==> src/rtl/axis_pack_pkg.sv <==
`timescale 1ns/1ps
`default_nettype none
// ============================================================================
// Module   : axis_pack_pkg
// Purpose  : Shared helpers for the AXI-Stream element packer.
//            lanes()    - number of input elements carried by one output word
//            keep_for() - TKEEP pattern for a word whose highest filled lane
//                         is lane_idx
// Revision : 1.0 - initial release
// ============================================================================
package axis_pack_pkg;

  // Widest TKEEP the helper can build (512-bit output word).
  localparam int unsigned KEEP_MAX = 64;

  // Packing mode gives OUT/IN lanes; zero-extend mode always has one lane.
  function automatic int unsigned lanes(input int unsigned pack,
                                        input int unsigned in_w,
                                        input int unsigned out_w);
    return (pack != 0) ? (out_w / in_w) : 1;
  endfunction

  // In packing mode only the bytes of lanes 0..lane_idx are valid.
  // In zero-extend mode the zero padding is still reported as valid bytes,
  // so every byte of the word is kept.
  function automatic logic [KEEP_MAX-1:0] keep_for(input int unsigned lane_idx,
                                                   input int unsigned in_bytes,
                                                   input int unsigned pack,
                                                   input int unsigned keep_w);
    logic [KEEP_MAX-1:0] k;
    k = '0;
    for (int unsigned b = 0; b < KEEP_MAX; b++) begin
      if (b < keep_w) begin
        if (pack != 0) k[b] = (b < (lane_idx + 1) * in_bytes);
        else           k[b] = 1'b1;
      end
    end
    return k;
  endfunction

endpackage
`default_nettype wire

==> src/rtl/axis_sync_fifo.sv <==
`timescale 1ns/1ps
`default_nettype none
// ============================================================================
// Module   : axis_sync_fifo
// Purpose  : Generic single-clock FIFO, DEPTH x WIDTH, first-word-fall-through
//            read port (rdata_o always shows the head entry).
// Ports    : clk, rst      - clock, synchronous active-high reset
//            push_i/wdata_i - write request and data (ignored when full)
//            pop_i          - read request (ignored when empty)
//            rdata_o        - head entry, don't-care when empty
//            full_o/empty_o - status
//            level_o        - occupied entries, 0..DEPTH
// Revision : 1.0 - initial release
// ============================================================================
module axis_sync_fifo #(
  parameter int unsigned DEPTH = 16,
  parameter int unsigned WIDTH = 8
) (
  input  logic                     clk,
  input  logic                     rst,
  input  logic                     push_i,
  input  logic [WIDTH-1:0]         wdata_i,
  input  logic                     pop_i,
  output logic [WIDTH-1:0]         rdata_o,
  output logic                     full_o,
  output logic                     empty_o,
  output logic [$clog2(DEPTH):0]   level_o
);

  localparam int unsigned AW    = $clog2(DEPTH);
  localparam int unsigned LVL_W = AW + 1;

  // Pointers carry one extra wrap bit to tell full from empty.
  logic [AW:0]       wr_ptr_q, wr_ptr_d;
  logic [AW:0]       rd_ptr_q, rd_ptr_d;
  logic [AW:0]       level_q,  level_d;
  logic [WIDTH-1:0]  mem_q [DEPTH];
  logic              w_push, w_pop;

  assign empty_o = (wr_ptr_q == rd_ptr_q);
  assign full_o  = (wr_ptr_q[AW-1:0] == rd_ptr_q[AW-1:0]) &&
                   (wr_ptr_q[AW] != rd_ptr_q[AW]);

  assign w_push  = push_i & ~full_o;
  assign w_pop   = pop_i  & ~empty_o;

  assign rdata_o = mem_q[rd_ptr_q[AW-1:0]];
  assign level_o = level_q;

  always_comb begin
    wr_ptr_d = wr_ptr_q;
    rd_ptr_d = rd_ptr_q;
    level_d  = level_q;
    if (w_push) wr_ptr_d = wr_ptr_q + LVL_W'(1);
    if (w_pop)  rd_ptr_d = rd_ptr_q + LVL_W'(1);
    case ({w_push, w_pop})
      2'b10:   level_d = level_q + LVL_W'(1);
      2'b01:   level_d = level_q - LVL_W'(1);
      default: level_d = level_q;
    endcase
  end

  always_ff @(posedge clk) begin
    if (rst) begin
      wr_ptr_q <= '0;
      rd_ptr_q <= '0;
      level_q  <= '0;
    end else begin
      wr_ptr_q <= wr_ptr_d;
      rd_ptr_q <= rd_ptr_d;
      level_q  <= level_d;
    end
  end

  // Storage is deliberately left without reset; the pointers define validity.
  always_ff @(posedge clk) begin
    if (w_push) mem_q[wr_ptr_q[AW-1:0]] <= wdata_i;
  end

endmodule
`default_nettype wire

==> src/rtl/axis_pack_fifo.sv <==
`timescale 1ns/1ps
`default_nettype none
// ============================================================================
// Module   : axis_pack_fifo
// Purpose  : Packs narrow model elements into wide DMA words (or zero-extends
//            one element per word), marks the last word of each frame with
//            TLAST, builds TKEEP for short final words and buffers completed
//            words in a FIFO ahead of the DMA S2MM channel.
// Ports    : clk, rst                      - clock, sync active-high reset
//            s_axis_tvalid/tdata/tready    - model element stream (slave)
//            m_axis_tvalid/tdata/tkeep/
//            tlast/tready                  - packed word stream (master)
//            level                         - occupied FIFO entries
// Revision : 1.0 - initial release
// ============================================================================
module axis_pack_fifo import axis_pack_pkg::*; #(
  parameter int unsigned DEPTH          = 16,
  parameter int unsigned IN_DATA_WIDTH  = 8,
  parameter int unsigned OUT_DATA_WIDTH = 32,
  parameter int unsigned PACK           = 1,
  parameter int unsigned FRAME_ELEMS    = 10
) (
  input  logic                          clk,
  input  logic                          rst,
  input  logic                          s_axis_tvalid,
  input  logic [IN_DATA_WIDTH-1:0]      s_axis_tdata,
  output logic                          s_axis_tready,
  output logic                          m_axis_tvalid,
  output logic [OUT_DATA_WIDTH-1:0]     m_axis_tdata,
  output logic [OUT_DATA_WIDTH/8-1:0]   m_axis_tkeep,
  output logic                          m_axis_tlast,
  input  logic                          m_axis_tready,
  output logic [$clog2(DEPTH):0]        level
);

  localparam int unsigned LANES    = lanes(PACK, IN_DATA_WIDTH, OUT_DATA_WIDTH);
  localparam int unsigned KEEP_W   = OUT_DATA_WIDTH / 8;
  localparam int unsigned IN_BYTES = IN_DATA_WIDTH / 8;
  localparam int unsigned LANE_W   = (LANES > 1) ? $clog2(LANES) : 1;
  localparam int unsigned ELEM_W   = (FRAME_ELEMS > 1) ? $clog2(FRAME_ELEMS) : 1;
  localparam int unsigned ENTRY_W  = OUT_DATA_WIDTH + KEEP_W + 1;

  typedef struct packed {
    logic [OUT_DATA_WIDTH-1:0] data;
    logic [KEEP_W-1:0]         keep;
    logic                      last;
  } entry_t;

  logic [LANE_W-1:0]          lane_cnt_q, lane_cnt_d;
  logic [ELEM_W-1:0]          elem_cnt_q, elem_cnt_d;
  logic [OUT_DATA_WIDTH-1:0]  acc_q,      acc_d;

  logic [OUT_DATA_WIDTH-1:0]  w_word;
  logic [KEEP_W-1:0]          w_keep;
  logic                       w_accept;
  logic                       w_last_elem;
  logic                       w_last_lane;
  logic                       w_complete;
  logic                       w_push;
  logic                       w_full;
  logic                       w_empty;
  entry_t                     w_wr_entry;
  entry_t                     w_rd_entry;

  // Readiness depends only on FIFO occupancy, never on the downstream ready.
  assign s_axis_tready = ~w_full;
  assign w_accept      = s_axis_tvalid & ~w_full;

  assign w_last_elem = (elem_cnt_q == ELEM_W'(FRAME_ELEMS - 1));
  assign w_last_lane = (lane_cnt_q == LANE_W'(LANES - 1));
  // A frame end closes the word early so frames never share a word.
  assign w_complete  = w_last_elem | w_last_lane;

  assign w_keep = KEEP_W'(keep_for(32'(lane_cnt_q), IN_BYTES, PACK, KEEP_W));

  // The accumulator only ever holds lanes below lane_cnt; higher lanes stay
  // zero, which provides the zero fill of short and zero-extended words.
  always_comb begin
    w_word = acc_q;
    w_word[32'(lane_cnt_q) * IN_DATA_WIDTH +: IN_DATA_WIDTH] = s_axis_tdata;
  end

  always_comb begin
    lane_cnt_d = lane_cnt_q;
    elem_cnt_d = elem_cnt_q;
    acc_d      = acc_q;
    w_push     = 1'b0;
    if (w_accept) begin
      elem_cnt_d = w_last_elem ? '0 : elem_cnt_q + ELEM_W'(1);
      if (w_complete) begin
        w_push     = 1'b1;
        lane_cnt_d = '0;
        acc_d      = '0;
      end else begin
        lane_cnt_d = lane_cnt_q + LANE_W'(1);
        acc_d      = w_word;
      end
    end
  end

  always_ff @(posedge clk) begin
    if (rst) begin
      lane_cnt_q <= '0;
      elem_cnt_q <= '0;
      acc_q      <= '0;
    end else begin
      lane_cnt_q <= lane_cnt_d;
      elem_cnt_q <= elem_cnt_d;
      acc_q      <= acc_d;
    end
  end

  assign w_wr_entry.data = w_word;
  assign w_wr_entry.keep = w_keep;
  assign w_wr_entry.last = w_last_elem;

  axis_sync_fifo #(
    .DEPTH (DEPTH),
    .WIDTH (ENTRY_W)
  ) u_fifo (
    .clk     (clk),
    .rst     (rst),
    .push_i  (w_push),
    .wdata_i (w_wr_entry),
    .pop_i   (m_axis_tready),
    .rdata_o (w_rd_entry),
    .full_o  (w_full),
    .empty_o (w_empty),
    .level_o (level)
  );

  // Outputs come straight from the head entry, so they cannot change until
  // the head is popped.
  assign m_axis_tvalid = ~w_empty;
  assign m_axis_tdata  = w_rd_entry.data;
  assign m_axis_tkeep  = w_rd_entry.keep;
  assign m_axis_tlast  = w_rd_entry.last & ~w_empty;

endmodule
`default_nettype wire

==> config.mk <==
export PLATFORM = sky130hd
export DESIGN_NAME = axis_pack_fifo
export DESIGN_NICKNAME = d
export VERILOG_FILES = /design/src/rtl/axis_pack_pkg.sv /design/src/rtl/axis_sync_fifo.sv /design/src/rtl/axis_pack_fifo.sv
export SDC_FILE = /design/constraint.sdc
export NUM_CORES = 1
export LEC_CHECK = 0
export BUFFER_PORTS_ARGS = -buffer_cell sky130_fd_sc_hd__buf_2
export CAP_MARGIN = 20
export CELL_PAD_IN_SITES_DETAIL_PLACEMENT = 2
export CELL_PAD_IN_SITES_GLOBAL_PLACEMENT = 2
export CORE_ASPECT_RATIO = 0.5
export CORE_UTILIZATION = 50
export CTS_CLUSTER_DIAMETER = 150
export DETAILED_ROUTE_END_ITERATION = 8
export PLACE_DENSITY_LB_ADDON = 0.1
export SETUP_SLACK_MARGIN = 0.05
export SYNTH_ARGS = -nofsm -noshare
export SYNTH_HDL_FRONTEND = slang
export SYNTH_SLANG_ARGS = --single-unit
==> constraint.sdc <==
create_clock -name clk -period 6.3 [get_ports clk]
set_input_delay 1.89 -clock clk [delete_from_list [all_inputs] [get_ports clk]]
set_output_delay 1.89 -clock clk [all_outputs]
set_load 0.02 [all_outputs]
==> run summary <==
The run finished with clean final reports. The predominant post-synthesis flop cell is edfxtp_1. In the routed layout, each cell is associated on average with a via count of around 6.6. Cells fill between 50% and 60% of the core in the end. The clock arrives with 0.03524 ns of skew. The total global-route track usage is a little under a third. The count of buffers inserted at the top-level ports came out at 55. Entering global routing, the biggest net connects approximately 70 pins. Synthesis produced a netlist whose cell count is 1234. The buffer depth of the longest clock path is 3.

The die is around 160 µm tall. The power per standard cell area came out at between 200 and 300 nW/µm². The initial antenna violation count is 2. The portion of the clock cycle consumed by the worst path in the final layout came out at ~84%.

The leakage power of the design came out at 8.780 nW. Of the cells placed in the final design, the portion with a size suffix greater than 1 is 21.88%. The critical path contains buffers and inverters numbering 2 combined. The register-to-register path setup slack came out at 2.53 ns.

The iteration count of the initial detailed-routing pass came out at 5. STA classifies the critical path endpoint as an output port. The number of fill cells is a little over 4000. IR analysis of the VDD net gives a maximum drop of 0.0001950 V.

Traced cell by cell, the critical path runs through buf_4, mux4_1, mux4_2, buf_2. The tree is rooted in a clkbuf_16. CTS built an H-tree with a depth of 2. The minimum clock period came out at roughly 5.3 ns.

From synthesis to final layout, the design area changed by 10.47%. The share of the yosys chip area belonging to registers is approximately 73%. The kind of cell with the highest combined delay along the critical path is multiplexers. The horizontal extent of the die came out at between 300 and 400 µm.

The data arrival time of the critical path is roughly 3.4 ns. The remaining global-route overflow came out at 0. The setup fix buffers added after clock tree synthesis came out at 0.

Setup repair after global routing left no endpoint under its margin. The worst hold path belongs to the class flop to flop. Max-cap violations in this run came to 0. The first global-routing pass estimated about 110000 µm of wire.

OpenSTA, run right after detailed placement, puts the worst setup slack at between 1.5 and 2 ns. The post-detailed-route wirelength per cell is slightly below 40 µm. The clock input transition at the sequential cells of the worst setup and hold paths came out at around 0.06 ns. Headroom to the max-slew limit came out at around a quarter. The combined area of all synthesized cells came out at 25800 µm². Clock tree synthesis inserted a total of between 50 and 60 buffers. On the critical path, the stage with the largest delay is an instance of dfxtp_4. The overall routed net length is between 70000 and 80000 µm. The final worst slack is between 1 and 1.5 ns. After detailed routing, the number of remaining DRC violations is 0. The HPWL after detailed placement is about 40000 µm. During synthesis, Yosys emitted a total of 0 warnings. The worst setup path is of the flop to output port kind. The worst-margin pin slew came out at about 1.1 ns. TritonCTS built the clock tree. The first-iteration detailed-routing DRC count came out at ~1400. The number of vias in the routed layout came out at approximately 13000. The proportion of synthesized flip-flops having asynchronous set or reset came out at 0%. The number of nets with antenna violations after routing came out at 0. The mean instance size in the synthesized netlist is between 20 and 25 µm². The net count of the finished layout is 1329. The distinct cell type count after synthesis is 50. The maximum single-stage delay on the critical path is around 0.90 ns.

The number of hold-repair buffers added at the cts stage is 0. The worst hold slack after final layout is a little over 0.5 ns. At the worst endpoint, the required time is 4.41 ns. The die covers about 53000 µm². The setup TNS came out at 0 ns. The clock latency at the later pin of the worst-skew pair came out at ~0.64 ns. The register bit count reported by yosys is around 650. The weighted congestion reported at the end of routability-driven placement is roughly 0.72. The number of top-level design ports came out at 56. The final count of negative-setup-slack endpoints came out at 0.

The initial core utilization came out at approximately 51%. In this run the worst path has a maximum fanout of 40. The number of rows in the core area came out at 58. The count of flip-flops with a built-in enable after synthesis is around 600. The worst setup path is launched from a flop. The net count after synthesis is about 1300. The number of global-route vias before repair came out at between 10000 and 15000.

The core area came out at ~51000 µm². The number of gates resized after CTS was 0. The fmax came out at between 150 and 200 MHz. The hold violation total from the final report was 0. The max-slew violation count came out at 0. The number of sinks handled by clock tree synthesis is 649.
[synth_stat cells, types with 2 or more instances]
master	instances	area share, %
o21a_1	25	0.73
o21ai_0	6	0.12
buf_1	4	0.058
nand2b_1	2	0.048
nor2_1	23	0.33
a21oi_1	9	0.17
edfxtp_1	592	69
and3_1	13	0.32
buf_6	8	0.35
a22oi_1	9	0.26
or3_1	2	0.048
ha_1	16	0.78
buf_2	11	0.21
nor2b_1	6	0.15
buf_8	3	0.17
nand4_1	4	0.097
clkbuf_1	39	0.57
mux4_1	58	5.9
and4_1	2	0.068
xor2_1	7	0.24
mux4_2	126	11
dfxtp_1	57	4.4
nand3b_1	35	1.0
xnor2_1	13	0.44
buf_12	4	0.31
mux2i_1	5	0.19
nand2_1	32	0.47
inv_1	64	0.93
nor3_1	4	0.078
o31ai_1	35	1.0
[final cells by class]
class | instances | area (µm²) | share of cell area, %
Sequential cell | 649 | 18930 | 66.41
Tap cell | 690 | 863.3 | 3.029
Clock buffer | 68 | 1468 | 5.149
Clock inverter | 32 | 183.9 | 0.6452
Multi-Input combinational cell | 451 | 6295 | 22.08
Inverter | 65 | 244.0 | 0.8559
Timing Repair Buffer | 79 | 515.5 | 1.808
Antenna cell | 2 | 5.005 | 0.01756
[routing by layer]
layer  track usage (%)  wire length [µm]  vias up
met5                 0                 0        -
met4             8.811              1956        0
met3             5.048              4913      128
met2             51.62             39210      631
met1             42.42             33150     7398
li1                  -                 -     5236
[tightest hold or removal path: stages, from the launching register on]
cell	delay (ns)
dfxtp_1	0.34
xor2_1	0.07
nor2_1	0.07
[cell families (layout without fill, tap and decap cells)]
group / after synthesis / after routing / share of synthesized area, %
compound gates: 96 / 96 / 2.681
xor+xnor: 20 / 20 / 0.6789
fa+ha+maj: 16 / 16 / 0.7758
buf+inv: 134 / 244 / 2.618
flops: 649 / 649 / 73.32
mux: 190 / 190 / 17.14
other cells: 0 / 2 / 0
simple gates: 129 / 129 / 2.788
[final timing paths]
check,start,end,cells past startpoint
setup / recovery,flop,m_axis_tdata[16],4
hold / removal,u_fifo.level_o[4],u_fifo.level_o[4],2
setup reg to reg,lane_cnt_q[0],u_fifo.mem_q[12][31],6
hold reg to reg,u_fifo.level_o[4],u_fifo.level_o[4],2
[placed cells by master (no fill, tap or decap), types with 8 or more instances in the layout]
cell type and n:
edfxtp_1 592, mux4_2 126, inv_1 64, mux4_1 58
clkbuf_16 57, buf_2 55, dfxtp_1 53, nand3b_1 35
o31ai_1 35, nand2_1 32, o21a_1 25, clkinv_1 25
nor2_1 23, buf_4 18, ha_1 16, xnor2_1 13
clkbuf_1 11, a22oi_1 9, and3_4 9, a21oi_1 8
[flip-flops by register name, summed over array words and instances (netlist names), named ones only]
signal / cells
u_fifo.rd_ptr_q: 5
u_fifo.mem_q: 592
u_fifo.level_o: 5
lane_cnt_q: 2
u_fifo.wr_ptr_q: 5
acc_q: 32
elem_cnt_q: 4
[report_power, final]
| part | internal [mW] | leakage [nW] | switching [mW] |
|---|---|---|---|
| sequential | 4.68 | 5.78 | 0.0138 |
| clock | 1.73 | 0.805 | 1.69 |
| combinational | 0.0578 | 2.20 | 0.150 |
[through the flow]
stage,cells,power [mW],area [µm²]
floorplan,1234,4.912,25800
global placement,1932,4.964,26820
detailed placement,1933,4.986,26840
CTS,2033,8.318,28490
global route,2036,8.497,28500
finish,2036,8.318,28500
Note: power is estimated with default switching activity, not from simulation.
